### config.mk
export PLATFORM = sky130hd
export DESIGN_NAME = axi_lite_reg_slave
export DESIGN_NICKNAME = d
export VERILOG_FILES = /design/src/rtl/axi_lite_reg_slave.sv
export SDC_FILE = /design/constraint.sdc
export NUM_CORES = 1
export LEC_CHECK = 0
export BUFFER_PORTS_ARGS = -buffer_cell sky130_fd_sc_hd__clkbuf_2
export CORE_UTILIZATION = 41
export CTS_CLUSTER_DIAMETER = 200
export DETAILED_ROUTE_END_ITERATION = 8
export GPL_ROUTABILITY_DRIVEN = 0
export PLACE_DENSITY = 0.72
export RECOVER_POWER = 100
export SETUP_SLACK_MARGIN = 0.1
export SLEW_MARGIN = 20
export SYNTH_ARGS = -nofsm -noshare
export SYNTH_HDL_FRONTEND = slang
export SYNTH_SLANG_ARGS = --single-unit
export TNS_END_PERCENT = 1
### constraint.sdc
create_clock -name ACLK -period 4 [get_ports ACLK]
set_input_delay 0.8 -clock ACLK [delete_from_list [all_inputs] [get_ports ACLK]]
set_output_delay 0.8 -clock ACLK [all_outputs]
set_load 0.02 [all_outputs]
### src/rtl/axi_lite_reg_slave.sv
// AXI4-Lite slave holding NUM_REGS byte-strobed 32-bit read/write registers, exported flat on REG_Q.
// Write (AW/W/B) and read (AR/R) paths are independent two-state FSMs.
module axi_lite_reg_slave #(
    parameter int unsigned ADDR_W   = 32,
    parameter int unsigned DATA_W   = 32,
    parameter int unsigned NUM_REGS = 8
) (
    input  logic                         ACLK,
    input  logic                         ARESETN,
    input  logic                         AWVALID,
    output logic                         AWREADY,
    input  logic [ADDR_W-1:0]            AWADDR,
    input  logic                         WVALID,
    output logic                         WREADY,
    input  logic [DATA_W-1:0]            WDATA,
    input  logic [DATA_W/8-1:0]          WSTRB,
    output logic                         BVALID,
    input  logic                         BREADY,
    output logic [1:0]                   BRESP,
    input  logic                         ARVALID,
    output logic                         ARREADY,
    input  logic [ADDR_W-1:0]            ARADDR,
    output logic                         RVALID,
    input  logic                         RREADY,
    output logic [DATA_W-1:0]            RDATA,
    output logic [1:0]                   RRESP,
    output logic [NUM_REGS*DATA_W-1:0]   REG_Q
);

    localparam int unsigned StrbW = DATA_W / 8;
    localparam int unsigned IdxW  = $clog2(NUM_REGS);
    localparam logic [ADDR_W-1:0] AddrLimit = ADDR_W'(NUM_REGS * 4);
    localparam logic [1:0] RespOkay   = 2'b00;
    localparam logic [1:0] RespSlvErr = 2'b10;

    typedef enum logic {WrIdle, WrResp} wr_state_e;
    typedef enum logic {RdIdle, RdData} rd_state_e;

    wr_state_e                 wr_state_q, wr_state_d;
    rd_state_e                 rd_state_q, rd_state_d;
    logic                      ready_en_q, ready_en_d;
    logic                      aw_held_q, aw_held_d;
    logic                      w_held_q, w_held_d;
    logic [ADDR_W-1:0]         awaddr_q, awaddr_d;
    logic [DATA_W-1:0]         wdata_q, wdata_d;
    logic [StrbW-1:0]          wstrb_q, wstrb_d;
    logic [1:0]                bresp_q, bresp_d;
    logic [DATA_W-1:0]         rdata_q, rdata_d;
    logic [1:0]                rresp_q, rresp_d;
    logic [NUM_REGS*DATA_W-1:0] regs_q, regs_d;

    logic              aw_hs, w_hs, ar_hs;
    logic              aw_have, w_have;
    logic [ADDR_W-1:0] wr_addr;
    logic [DATA_W-1:0] wr_data;
    logic [StrbW-1:0]  wr_strb;
    logic [IdxW-1:0]   wr_idx, rd_idx;
    logic              wr_in_range, rd_in_range;

    // State registers
    always_ff @(posedge ACLK or negedge ARESETN) begin
        if (!ARESETN) begin
            wr_state_q <= WrIdle;
            rd_state_q <= RdIdle;
            ready_en_q <= 1'b0;
            aw_held_q  <= 1'b0;
            w_held_q   <= 1'b0;
            awaddr_q   <= '0;
            wdata_q    <= '0;
            wstrb_q    <= '0;
            bresp_q    <= '0;
            rdata_q    <= '0;
            rresp_q    <= '0;
            regs_q     <= '0;
        end else begin
            wr_state_q <= wr_state_d;
            rd_state_q <= rd_state_d;
            ready_en_q <= ready_en_d;
            aw_held_q  <= aw_held_d;
            w_held_q   <= w_held_d;
            awaddr_q   <= awaddr_d;
            wdata_q    <= wdata_d;
            wstrb_q    <= wstrb_d;
            bresp_q    <= bresp_d;
            rdata_q    <= rdata_d;
            rresp_q    <= rresp_d;
            regs_q     <= regs_d;
        end
    end

    // Outputs decoded from state
    always_comb begin
        AWREADY = ready_en_q && (wr_state_q == WrIdle) && !aw_held_q;
        WREADY  = ready_en_q && (wr_state_q == WrIdle) && !w_held_q;
        BVALID  = (wr_state_q == WrResp);
        BRESP   = bresp_q;
        ARREADY = ready_en_q && (rd_state_q == RdIdle);
        RVALID  = (rd_state_q == RdData);
        RDATA   = rdata_q;
        RRESP   = rresp_q;
        REG_Q   = regs_q;
    end

    // A channel accepted this cycle stands in for its not-yet-latched copy.
    always_comb begin
        aw_hs       = AWVALID && AWREADY;
        w_hs        = WVALID && WREADY;
        ar_hs       = ARVALID && ARREADY;
        aw_have     = aw_held_q || aw_hs;
        w_have      = w_held_q || w_hs;
        wr_addr     = aw_held_q ? awaddr_q : AWADDR;
        wr_data     = w_held_q ? wdata_q : WDATA;
        wr_strb     = w_held_q ? wstrb_q : WSTRB;
        wr_idx      = wr_addr[2 +: IdxW];
        rd_idx      = ARADDR[2 +: IdxW];
        wr_in_range = (wr_addr < AddrLimit);
        rd_in_range = (ARADDR < AddrLimit);
    end

    // Write path next state
    always_comb begin
        wr_state_d = wr_state_q;
        ready_en_d = 1'b1;
        aw_held_d  = aw_held_q;
        w_held_d   = w_held_q;
        awaddr_d   = awaddr_q;
        wdata_d    = wdata_q;
        wstrb_d    = wstrb_q;
        bresp_d    = bresp_q;
        regs_d     = regs_q;
        unique case (wr_state_q)
            WrIdle: begin
                if (aw_hs) begin
                    aw_held_d = 1'b1;
                    awaddr_d  = AWADDR;
                end
                if (w_hs) begin
                    w_held_d = 1'b1;
                    wdata_d  = WDATA;
                    wstrb_d  = WSTRB;
                end
                if (aw_have && w_have) begin
                    aw_held_d  = 1'b0;
                    w_held_d   = 1'b0;
                    wr_state_d = WrResp;
                    bresp_d    = wr_in_range ? RespOkay : RespSlvErr;
                    if (wr_in_range) begin
                        for (int b = 0; b < int'(StrbW); b++) begin
                            if (wr_strb[b]) begin
                                regs_d[int'(wr_idx) * int'(DATA_W) + b * 8 +: 8] =
                                    wr_data[b * 8 +: 8];
                            end
                        end
                    end
                end
            end
            WrResp: begin
                if (BREADY) wr_state_d = WrIdle;
            end
        endcase
    end

    // Read path next state; captures from regs_q so a same-edge write is not visible
    always_comb begin
        rd_state_d = rd_state_q;
        rdata_d    = rdata_q;
        rresp_d    = rresp_q;
        unique case (rd_state_q)
            RdIdle: begin
                if (ar_hs) begin
                    rd_state_d = RdData;
                    rdata_d    = rd_in_range ? regs_q[int'(rd_idx) * int'(DATA_W) +: DATA_W] : '0;
                    rresp_d    = rd_in_range ? RespOkay : RespSlvErr;
                end
            end
            RdData: begin
                if (RREADY) rd_state_d = RdIdle;
            end
        endcase
    end

endmodule

==> flow_summary.ini <==
[floorplan]
dieWidth_um = 209
top_level_ports = 404
placeableCoreArea_um2 = 42000
core.rowCount = 75
die_h_um = 209
die-area_um2 = 43500
initial_core_util_pct = 41.6

[logic_synthesis]
yosys_most_used_dff = dfrtp_1
yosys_warnings = 0
synthDistinctLibCells = 47
yosysSeqAreaShare_pct = 51.7
async_flop_share_pct = 100
syn_avg_cell_area_um2 = 13.8
postSynthCellCount = 1266
synth_edf_count = 0
ys_ff_latch = 361
synth_area_um2 = 17500

[worst_setup_path]
worstSetupPathType = register to register
crit_path_end_kind = register
crit_arrival_ns = 4.06
cp_max_fo = 17
worstPathRequired_ns = 4.44
cp-start-kind = register

[clock_tree]
cts_tree = yes
clock_latency_ns = 0.55
htreeDepth = 2
holdBufCountCts = 0
cts_resized = 0
clock-root-buffer = clkbuf_16
cts_sinks = 361
ctsLongestPathBuffers = 3
cts_buffers = 41
post_cts_buffers = 0
clk_pin_slew_worst_paths_ns = 0.06

[job]
drv_cap = 3

[global_route]
grt_pass1_vias = 13234
grt_pass1_wl_um = 82400
grt_max_degree = 106
grt_usage_pct = 25.2
grt_overflow = 0
antenna_found_initial = 1

[cells_and_area]
syn_to_final_growth_pct = 19.8
seqCellArea_um2 = 9040
antenna_cells = 0
nFillCells = 3867
multi_input_area_um2 = 7740
finalNetCount = 1822
drive_gt1_share_pct = 34.9

[timing]
hold_viol_final = 0
layout_worst_path_cycle_share_pct = 90.5
drv_slew = 182
max_slew_margin_pct = -27.1
setup_viol = 0
rsz0062_at_grt = no
fin_ws_ns = 0.382
fin_crit_ns = 3.62
max_freq_ghz = 0.276
worstMarginPinSlew_ns = 1.91
tns_ns = 0
fin_skew_ns = 0.0113

[worst_hold_path]
min_path_type = input pin to async pin

[power_and_ir_drop]
total_leakage_power_nw = 9.65
p_per_area_nw_per_um2 = 505
ir_drop_mv = 0.383

[outcome]
violations = max-capacitance violations, max-slew violations
outcome = finished, violations left

[route]
wire_per_inst_um = 23.8
routed-via-count = 12684
ant_nets = 0
first_pass_iters = 5
via_per_inst = 5.58
route.detailed.drc = 0
drt_iter0_drc = 765
drt-total-wl_um = 54100

[placement]
dp_hpwl_um = 37000
pre_cts_ws_ns = 0.515
port_buffers = 397
## state kept, by name, indices dropped and copies added (netlist names)
signal	count
REG_Q	256
RDATA	32
wdata_q	32
awaddr_q	30
wstrb_q	4
BRESP	1
BVALID	1
RRESP	1
RVALID	1
aw_held_q	1
ready_en_q	1
w_held_q	1
## stage by stage
| step | instances | util, % | total power (W) | area (um^2) | hold WS, ns |
|---|---|---|---|---|---|
| 3_3_place_gp | 2204 | 48.7 | 0.00683 | 20500 | 0.464 |
| 3_5_place_dp | 2204 | 48.7 | 0.00693 | 20500 | 0.471 |
| 6_report | 2275 | 49.9 | 0.0106 | 21000 | 0.267 |
| 5_1_grt | 2275 | 49.9 | 0.0111 | 21000 | 0.362 |
| 2_1_floorplan | 1267 | - | 0.00597 | 17500 | 0.474 |
| 4_1_cts | 2275 | 52.0 | 0.0108 | 21900 | 0.343 |
## path summary, 6_finish.rpt
| kind | depth (start not counted) | startpoint | to | slack [ns] |
|---|---|---|---|---|
| max | 7 | aw_held_q | REG_Q[198] | 0.38 |
| min | 1 | ARESETN | REG_Q[73] | 0.27 |
| max reg2reg | 7 | aw_held_q | REG_Q[198] | 0.38 |
| min reg2reg | 2 | RDATA[3] | RDATA[3] | 0.48 |
| max in group asynchronous | 2 | ARESETN | RDATA[26] | 1.30 |
| min in group ACLK | 2 | RREADY | RVALID | 0.42 |
## report_power, final
part | leakage [nW] | switching, W | internal, W | total [W]
logic | 4.14 | 0.00156 | 0.000891 | 0.00245
clock network | 0.686 | 0.00149 | 0.00237 | 0.00386
registers | 4.82 | 0.000261 | 0.00401 | 0.00428
## metal layers
layer | GRT usage, % | up-vias | part of all wire [%]
met5 | 0 | - | 0.020
met4 | 9.91 | 2 | 3.3
met3 | 5.00 | 119 | 6.7
met2 | 41.4 | 493 | 48
met1 | 32.8 | 6579 | 42
li1 | - | 5491 | -
## layout by cell type (no fill, tap or decap), drive strengths merged, types with 2 or more instances in the layout
| master | n |
|---|---|
| dfrtp | 361 |
| or2 | 4 |
| nor3 | 12 |
| buf | 32 |
| nand2 | 55 |
| a31oi | 2 |
| nor4b | 4 |
| or3 | 2 |
| mux2 | 310 |
| mux4 | 64 |
| bufinv | 4 |
| ha | 7 |
| conb | 3 |
| o21ai | 36 |
| nor4 | 48 |
| inv | 23 |
| nand4 | 3 |
| and2 | 5 |
| mux2i | 83 |
| nor2 | 165 |
| clkinv | 6 |
| a21oi | 4 |
| clkbuf | 487 |
| nand3 | 2 |
## cell usage after synthesis, drive strengths merged, types with 3 or more instances
master	number	area [um^2]
dfrtp	361	9030
mux2	310	3580
nor2	165	619
mux2i	83	838
mux4	64	1440
nand2	55	206
nor4	48	781
o21ai	36	180
clkbuf	31	116
buf	30	168
inv	23	86.3
nor3	12	60.1
ha	7	87.6
and2	5	31.3
a21oi	4	20.0
nor4b	4	35.0
or2	4	25.0
nand4	3	18.8
## worst max-delay path: stages, from the launching register on
cell and delay [ns]:
dfrtp_1 0.71, mux2i_1 0.44, ha_1 0.28, ha_1 0.26, or3_1 0.45, nor4_2 0.69
clkbuf_2 0.36, mux2_4 0.32
## layout make-up
type | instances | area share (%)
sequential | 361 | 43.1
inverter | 23 | 0.412
clock inverter | 11 | 0.752
multi-input combinational | 822 | 36.9
timing repair buffer | 459 | 9.70
tap | 539 | 3.22
clock buffer | 60 | 5.86
## cells by family after synthesis
kind of cell,Yosys count,synth area share (%)
AND/OR/NAND/NOR,310,10.8
adder cells (fa/ha/maj),7,0.501
buffers and inverters,84,2.12
other,2,0.0429
AO/OA/AOI/OAI,45,1.40
flip-flops,361,51.7
multiplexers,457,33.5
Power figures use the tool's default switching activity.
